<file path="src/rtl/channel_grant_if.sv">
// Channel grant bus: requester-side request/release lines and controller-side grant outputs.
// master = requester front-end / test driver, slave = channel_grant_ctrl.
interface channel_grant_if;
   logic [7:0] req;
   logic       done;
   logic [3:0] grant;
   logic       grant_valid;
   logic       timeout;

   modport master (
      output req,
      output done,
      input  grant,
      input  grant_valid,
      input  timeout
   );

   modport slave (
      input  req,
      input  done,
      output grant,
      output grant_valid,
      output timeout
   );
endinterface

</file>
<file path="src/rtl/channel_grant_ctrl.sv">
// Shared-channel tenure controller: 8 requesters (7..5 fixed priority, 4..0 round-robin),
// one grant per session, tenure timeout, turnaround gap. Optional preemption: CHANNEL_PREEMPT_EN.
module channel_grant_ctrl #(
   parameter int unsigned MAX_TENURE  = 16,
   parameter int unsigned TURN_CYCLES = 1
) (
   input logic             clk,
   input logic             rst,
   channel_grant_if.slave  chan
);

   localparam int unsigned TW        = (MAX_TENURE > 0)  ? $clog2(MAX_TENURE + 1)  : 1;
   localparam int unsigned GW        = (TURN_CYCLES > 0) ? $clog2(TURN_CYCLES + 1) : 1;
   localparam int unsigned CW        = (TW > GW) ? TW : GW;
   localparam int unsigned TURN_LAST = (TURN_CYCLES > 0) ? TURN_CYCLES - 1 : 0;

   typedef enum logic [1:0] {
      IDLE,
      HOLD,
      TURN
   } state_e;

   state_e          state_q, state_d;
   logic [2:0]      grant_q, grant_d;
   logic            valid_q, valid_d;
   logic            timeout_q, timeout_d;
   logic [CW-1:0]   cnt_q, cnt_d;
   logic [2:0]      rr_last_q, rr_last_d;

   logic [2:0]      win_id;
   logic            win_hp;
   logic            rr_found;
   logic [3:0]      cand;
   logic            owner_drop;
   logic            tenure_hit;
   logic            preempt;
   logic            release_req;

   always_ff @(posedge clk) begin
      if (rst) begin
         state_q   <= IDLE;
         grant_q   <= '0;
         valid_q   <= 1'b0;
         timeout_q <= 1'b0;
         cnt_q     <= '0;
         rr_last_q <= '0;
      end else begin
         state_q   <= state_d;
         grant_q   <= grant_d;
         valid_q   <= valid_d;
         timeout_q <= timeout_d;
         cnt_q     <= cnt_d;
         rr_last_q <= rr_last_d;
      end
   end

   // Round-robin order: rr_last-1 down to 0, wrap to 4, rr_last itself last.
   always_comb begin
      win_id   = '0;
      win_hp   = 1'b0;
      rr_found = 1'b0;
      cand     = '0;
      if (chan.req[7]) begin
         win_id = 3'd7;
         win_hp = 1'b1;
      end else if (chan.req[6]) begin
         win_id = 3'd6;
         win_hp = 1'b1;
      end else if (chan.req[5]) begin
         win_id = 3'd5;
         win_hp = 1'b1;
      end else begin
         for (int unsigned i = 1; i <= 5; i++) begin
            cand = 4'(rr_last_q) + 4'd5 - 4'(i);
            if (cand >= 4'd5) cand = cand - 4'd5;
            if (!rr_found && chan.req[cand[2:0]]) begin
               win_id   = cand[2:0];
               rr_found = 1'b1;
            end
         end
      end
   end

`ifdef CHANNEL_PREEMPT_EN
   assign preempt = (grant_q <= 3'd4) && (chan.req[7:5] != '0);
`else
   assign preempt = 1'b0;
`endif

   assign owner_drop  = !chan.req[grant_q];
   assign tenure_hit  = (MAX_TENURE != 0) && (cnt_q == CW'(MAX_TENURE));
   assign release_req = chan.done || owner_drop || preempt;

   always_comb begin
      state_d   = state_q;
      grant_d   = grant_q;
      valid_d   = valid_q;
      timeout_d = 1'b0;
      cnt_d     = cnt_q;
      rr_last_d = rr_last_q;
      case (state_q)
         IDLE: begin
            if (chan.req != '0) begin
               grant_d = win_id;
               valid_d = 1'b1;
               cnt_d   = CW'(1);
               state_d = HOLD;
               if (!win_hp) rr_last_d = win_id;
            end
         end
         HOLD: begin
            // Any explicit release outranks the tenure limit, so timeout only fires alone.
            if (release_req || tenure_hit) begin
               valid_d   = 1'b0;
               cnt_d     = '0;
               timeout_d = !release_req;
               state_d   = (TURN_CYCLES == 0) ? IDLE : TURN;
            end else if (MAX_TENURE != 0) begin
               cnt_d = cnt_q + CW'(1);
            end
         end
         TURN: begin
            if (cnt_q == CW'(TURN_LAST)) begin
               cnt_d   = '0;
               state_d = IDLE;
            end else begin
               cnt_d = cnt_q + CW'(1);
            end
         end
         default: begin
            state_d = IDLE;
            valid_d = 1'b0;
            cnt_d   = '0;
         end
      endcase
   end

   assign chan.grant       = {1'b0, grant_q};
   assign chan.grant_valid = valid_q;
   assign chan.timeout     = timeout_q;

   a_timeout_ends_session: assert property (@(posedge clk) disable iff (rst)
      timeout_q |-> !valid_q);

endmodule

</file>
<file path="src/flat_wrapper.sv">
// flat-port wrapper written by rule: the top's interface ports become plain ports
module channel_grant_ctrl_flat 
#(
   parameter int unsigned MAX_TENURE  = 16,
   parameter int unsigned TURN_CYCLES = 1
)
  (clk, rst, chan_req, chan_done, chan_grant, chan_grant_valid, chan_timeout);
  channel_grant_if chan_i ();
  input logic clk;
  input logic rst;
  input wire logic [$bits(chan_i.req)-1:0] chan_req;
  input wire logic [$bits(chan_i.done)-1:0] chan_done;
  output wire logic [$bits(chan_i.grant)-1:0] chan_grant;
  output wire logic [$bits(chan_i.grant_valid)-1:0] chan_grant_valid;
  output wire logic [$bits(chan_i.timeout)-1:0] chan_timeout;
  assign chan_i.req = chan_req;
  assign chan_i.done = chan_done;
  assign chan_grant = chan_i.grant;
  assign chan_grant_valid = chan_i.grant_valid;
  assign chan_timeout = chan_i.timeout;
  channel_grant_ctrl #(.MAX_TENURE(MAX_TENURE), .TURN_CYCLES(TURN_CYCLES)) u_core (.clk(clk), .rst(rst), .chan(chan_i));
endmodule
</file>
<file path="config.mk">
export PLATFORM = sky130hd
export DESIGN_NAME = channel_grant_ctrl_flat
export DESIGN_NICKNAME = d
export VERILOG_FILES = /design/src/rtl/channel_grant_if.sv /design/src/rtl/channel_grant_ctrl.sv /design/src/flat_wrapper.sv
export SDC_FILE = /design/constraint.sdc
export NUM_CORES = 1
export LEC_CHECK = 0
export BUFFER_PORTS_ARGS = -buffer_cell sky130_fd_sc_hd__buf_2
export CAP_MARGIN = 10
export CELL_PAD_IN_SITES_DETAIL_PLACEMENT = 1
export CELL_PAD_IN_SITES_GLOBAL_PLACEMENT = 1
export CORE_UTILIZATION = 30
export DETAILED_ROUTE_END_ITERATION = 12
export GPL_ROUTABILITY_DRIVEN = 1
export PLACE_DENSITY_LB_ADDON = 0.1
export REMOVE_ABC_BUFFERS = 1
export SKIP_CTS_REPAIR_TIMING = 1
export SLEW_MARGIN = 20
export SYNTH_ARGS = -nofsm -noshare
export SYNTH_HDL_FRONTEND = slang
export SYNTH_SLANG_ARGS = --single-unit
export TNS_END_PERCENT = 30
</file>
<file path="constraint.sdc">
create_clock -name clk -period 10.7 [get_ports clk]
set_clock_uncertainty 0.05 [all_clocks]
set_input_delay 1.07 -clock clk [delete_from_list [all_inputs] [get_ports clk]]
set_output_delay 1.07 -clock clk [all_outputs]
set_load 0.03 [all_outputs]
</file>
==> results of run 1 <==
-- per-stage QoR --
step	worst slack [ns]	hold WS, ns
after floorplan	5.45	0.406
after global placement	5.31	0.433
after detailed placement	5.32	0.441
after CTS	5.29	0.449
after global routing	4.93	0.482
final	5.26	0.448
-- path summary, 6_finish.rpt --
check             cells past startpoint                        startpoint  slack, ns                              to
setup reg to reg                     14  u_core.rr_last_q[0]$_SDFFE_PP0P_       5.26  u_core.grant_q[1]$_SDFFE_PP0P_
setup / recovery                     14  u_core.rr_last_q[0]$_SDFFE_PP0P_       5.26  u_core.grant_q[1]$_SDFFE_PP0P_
hold reg to reg                       2      u_core.cnt_q[4]$_SDFFE_PP0P_       0.45  u_core.chan.timeout$_SDFF_PP0_
hold / removal                        2      u_core.cnt_q[4]$_SDFFE_PP0P_       0.45  u_core.chan.timeout$_SDFF_PP0_
-- sequential cells by signal (all words and copies together) (netlist names) --
register	flops
u_core.cnt_q	5
u_core.grant_q	3
u_core.rr_last_q	3
u_core.state_q	2
u_core.chan.grant_valid	1
u_core.chan.timeout	1
-- cell usage in the layout, fill, tap and decap left out, types with 3 or more instances in the layout --
cell	n
nor2_1	32
o21ai_0	24
nand2_1	20
a21oi_1	18
buf_2	15
ha_1	14
dfxtp_1	14
inv_1	12
nor3_1	10
nand3_1	8
mux2i_1	8
nor2b_1	7
mux2_2	6
a211oi_1	6
xnor2_1	5
nand2b_1	5
o21a_1	5
and3_1	5
mux4_2	4
o41ai_1	4
a221oi_2	4
a211o_1	3
nand3b_1	3
a22oi_1	3
a21o_1	3
or3_1	3
clkbuf_8	3
buf_4	3
-- kinds of logic after synthesis --
family          after synthesis
flops                        15
xor+xnor                      7
simple gates                106
mux                          23
buf+inv                      34
other cells                   1
compound gates              100
fa+ha+maj                    14
-- worst register-to-register path: cells and delay by family (launching register included) --
| family | cells | cell delay, ns |
|---|---|---|
| AND/OR/NAND/NOR | 4 | 1.05 |
| buffers and inverters | 3 | 1.23 |
| flip-flops | 1 | 0.31 |
| multiplexers | 2 | 0.89 |
| adder cells (fa/ha/maj) | 2 | 1.18 |
| AO/OA/AOI/OAI | 2 | 0.27 |
| XOR/XNOR | 1 | 0.38 |
-- layout make-up --
cell class                      count  area, µm²  area share, %
Clock buffer                        3       41.3           1.67
Clock inverter                      1       5.00          0.202
Inverter                           15       56.3           2.27
Multi-Input combinational cell    251       1850           74.7
Sequential cell                    15        302           12.2
Tap cell                           99        124           5.00
Timing Repair Buffer               18       97.6           3.94
-- metal layers --
metal	up-vias	track usage (%)	wire [µm]	share of wire, %
met5	-	0	0	0
met4	0	3.03	55	0.75
met3	6	1.10	85	1.2
met2	27	33.9	3640	50
met1	1133	24.2	3510	48
li1	1129	-	-	-
-- power by group --
part           internal (µW)  switching (µW)
Sequential              61.7            5.63
Clock                   25.8            20.7
Combinational           77.0             115
Total                    164             141
==> flow_summary.ini, run 1 <==
[run_status]
status = finished, final reports clean

[route]
drc = 0
dr.pass1.iters = 4
drt_iter0_markers = 93
via_count = 2295
viasPerCell = 5.71
drtAntennaViolNets = 0
wl_mm = 7.29
route.detailed.wl_per_inst_um = 18.1

[pwr]
power_leakage_uw = 0.000932
vdd_drop_max_v = 0.0000380
cellPowerDensity_nw_per_um2 = 123
finalPower_uw = 306

[sta]
slew-limit-headroom_pct = 55.4
finalHoldViolCount = 0
layout_min_cycle_time_ns = 5.44
fmax_mhz = 184
period_share_pct = 50.8
fin_tns_setup_ns = 0
finalMaxSlewViolations = 0
grt_setup_unrepaired = false
max_slew.worst_pin.slew_ns = 0.669
finalSetupViolations = 0

[setup_path]
crit_slowest_cell = ha_1
cp_top_family = buffers and inverters
cp-start-kind = register
cp_cell_sequence = buf_4 -> inv_2 -> ha_1 -> clkinv_1 -> ha_1 -> nor2_1 -> and3_1 -> o21ai_2 -> xnor2_1 -> mux4_1 -> mux2_2 -> and3b_4 -> or4_1 -> a211oi_1
slowest_delay_ns = 0.79
required_ns = 10.82
worst-path-buf-inv = 3
cp_max_fo = 52
path_common_cell = ha_1
critPathKind = reg -> reg
critPathCaptureType = register
arrival_ns = 5.56

[synthesis]
synth_area_leader_cell = dfxtp_1
synth_top_family_by_area = compound AO/OA/AOI/OAI gates
synthSimpleGateAreaFrac_pct = 23.8
synth.cells.most_frequent = nor2_1, o21ai_0, nand2_1
synth_adder_area_share_pct = 7.60
synth_area_leaders = dfxtp_1, ha_1, o21ai_0
synth-main-ff-cell = dfxtp_1
synth_mux_area_share_pct = 14.2
ys_warn_count = 0
synth-compound-area-share_pct = 31.9
synth_edf_count = 0
synth_cells = 300
synth_area_um2 = 2300
ys_seq_area_share_pct = 13.0
synth_top_area_share_pct = 13.0
syn_avg_cell_area_um2 = 7.68
ys_async_sr_fraction_pct = 0
yosys_register_bits = 15
yosysMostFrequentCell = nor2_1
synth_cell_types = 70
synth_xor_xnor_area_share_pct = 2.66

[placed_design]
finalWeightedCongestion = 0.855
place_area_um2 = 2430
port_buffers = 15
dpl.hpwl_mm = 5.49
dpl.cell_count = 398

[cts]
cts_buffer_depth = 2
htreeDepth = 1
cts.sinks = 15
cts_tree = done
clock-root-buffer = clkbuf_8
clk_latency_ns = 0.25
cts_buffers = 3
clk_pin_slew_worst_paths_ns = 0.07

[final_layout]
n_fill_cell = 913
finish.utilization_pct = 33.8
layout.cells.non_filler = 402
drive_above_1_share_pct = 17.2
insertedDiodeCount = 0
area_growth_pct = 7.50
nets = 329
fin_area_um2 = 2480

[die]
die_h_um = 89.6
core_area_um2 = 7330
fp.dieArea_um2 = 8030
start_util_pct = 31.4
row_count = 31
pin_count = 17
die_w_um = 89.6

[grt]
grt_pass1_wl_mm = 11.4
grt_use_total_pct = 18.5
antenna_found_initial = 0
grt_max_degree = 53
grt_pass1_vias = 2170
overflow = 0

[job]
maxCapViolations = 0

[worst_hold_path]
hold_class = reg -> reg
Power figures use the tool's default switching activity.
==> run 2, diff against run 1 <==
clock period = 4.95 ns   (was 10.7 ns; I/O delays follow)
==> run 2 against run 1 <==
Clock power is 110% higher. Sequential power is 120% higher. Highest routed layer unchanged. Die area stayed put. Non-clock buffer count is 2 higher. Flip-flop and latch count stayed put. Register-to-register slack worse by 4.7 ns. Via count is 1.3% lower. Fmax is 25% higher. Final cell count is 0.50% higher. Critical path type unchanged. Combinational power is 110% higher. Total power is 110% higher.
==> flow_summary.ini, run 2 (same netlist as run 1, synthesis figures left out) <==
[cts]
cts_buffer_depth = 2
cts_tree = done
clk_pin_slew_worst_paths_ns = 0.06
cts.sinks = 15
clock-root-buffer = clkbuf_8
cts_buffers = 3
clk_latency_ns = 0.24
htreeDepth = 1

[final_layout]
drive_above_1_share_pct = 17.4
layout_common_cells = nor2_1, o21ai_0, nand2_1
largest_register = u_core.cnt_q
nets = 331
layout_commonest_cell = nor2_1
top_regs = u_core.cnt_q x5, u_core.grant_q x3, u_core.rr_last_q x3
layout.cells.non_filler = 404
fin_area_um2 = 2490
insertedDiodeCount = 0
area_growth_pct = 8.09
largest_reg_flops = 5

[setup_path]
cp_max_fo = 9
required_ns = 5.06
cp-start-kind = register
critPathKind = reg -> reg
arrival_ns = 4.47
critPathCaptureType = register

[route]
drtAntennaViolNets = 0
drt_iter0_markers = 66
route.detailed.wl_per_inst_um = 17.7
dr.pass1.iters = 4
wl_mm = 7.15
via_count = 2265
drc = 0
viasPerCell = 5.61

[die]
pin_count = 17
start_util_pct = 31.4
fp.dieArea_um2 = 8030
row_count = 31
die_h_um = 89.6
core_area_um2 = 7330
die_w_um = 89.6

[pwr]
cellPowerDensity_nw_per_um2 = 263
vdd_drop_max_v = 0.0000812
power_leakage_uw = 0.000940

[placed_design]
dpl.hpwl_mm = 5.43
finalWeightedCongestion = 0.816
place_area_um2 = 2440
port_buffers = 15
dpl.cell_count = 400

[sta]
max_slew.worst_pin.slew_ns = 0.580
period_share_pct = 88.1
layout_min_cycle_time_ns = 4.36
finalHoldViolCount = 0
slew-limit-headroom_pct = 61.3
grt_setup_unrepaired = false
finalSetupViolations = 0
finalMaxSlewViolations = 0
fmax_mhz = 229

[grt]
overflow = 0
grt_max_degree = 51
grt_use_total_pct = 18.8
grt_pass1_wl_mm = 11.6
grt_pass1_vias = 2198
antenna_found_initial = 0

[run_status]
status = finished, final reports clean

[job]
maxCapViolations = 0

[worst_hold_path]
hold_class = reg -> reg
==> run 2: cell types whose count changed in the layout (fill, tap and decap cells not counted), sizes merged <==
cell	previous run	this run
buf	18	20
clkbuf	3	4
clkinv	2	1
==> run 2: layout make-up <==
class	instances	area (µm²)
inverters	15	56.3
clock buffers	4	45.0
flip-flops and latches	15	302
well taps	99	124
repair buffers	20	113
fillers	908	4840
multi-input cells	251	1850
==> run 2: critical path, stage by stage (launching register included) <==
cell      delay, ns
dfxtp_1        0.50
ha_1           0.25
xor2_1         0.44
inv_1          0.13
ha_1           0.27
nor2_1         0.20
and3_1         0.20
o21ai_2        0.07
xnor2_1        0.37
mux4_1         0.60
mux2_2         0.28
and3b_4        0.21
or4_1          0.49
a211oi_1       0.21
==> run 2: report_power, final <==
group / internal [µW] / switching [µW]
Combinational: 167 / 240
Clock: 56.9 / 43.0
Sequential: 133 / 14.7
Total: 357 / 298
==> run 2: metal layers <==
| metal | up-vias | wire length [µm] | track usage (%) |
|---|---|---|---|
| met5 | - | 0 | 0 |
| met4 | 0 | 105 | 3.46 |
| met3 | 6 | 97 | 0.548 |
| met2 | 26 | 3550 | 33.6 |
| met1 | 1095 | 3410 | 25.4 |
| li1 | 1138 | - | - |
==> run 2: final timing paths <==
kind / slack (ns) / to / start / cells past startpoint
max: 0.59 / u_core.grant_q[1]$_SDFFE_PP0P_ / u_core.rr_last_q[1]$_SDFFE_PP0P_ / 13
min: 0.45 / u_core.cnt_q[1]$_SDFFE_PP0P_ / u_core.cnt_q[1]$_SDFFE_PP0P_ / 2
max reg2reg: 0.59 / u_core.grant_q[1]$_SDFFE_PP0P_ / u_core.rr_last_q[1]$_SDFFE_PP0P_ / 13
min reg2reg: 0.45 / u_core.cnt_q[1]$_SDFFE_PP0P_ / u_core.cnt_q[1]$_SDFFE_PP0P_ / 2
==> run 2: per-stage QoR <==
step	total power, µW	hold WS (ns)	TNS (ns)	worst slack (ns)	utilization [%]
after floorplan	453	0.406	-0.761	-0.297	-
after global placement	560	0.430	0	0.606	33.4
after detailed placement	559	0.435	0	0.556	33.4
after CTS	661	0.454	0	0.555	34.0
after global routing	710	0.480	0	0.211	34.0
final	655	0.451	0	0.591	34.0
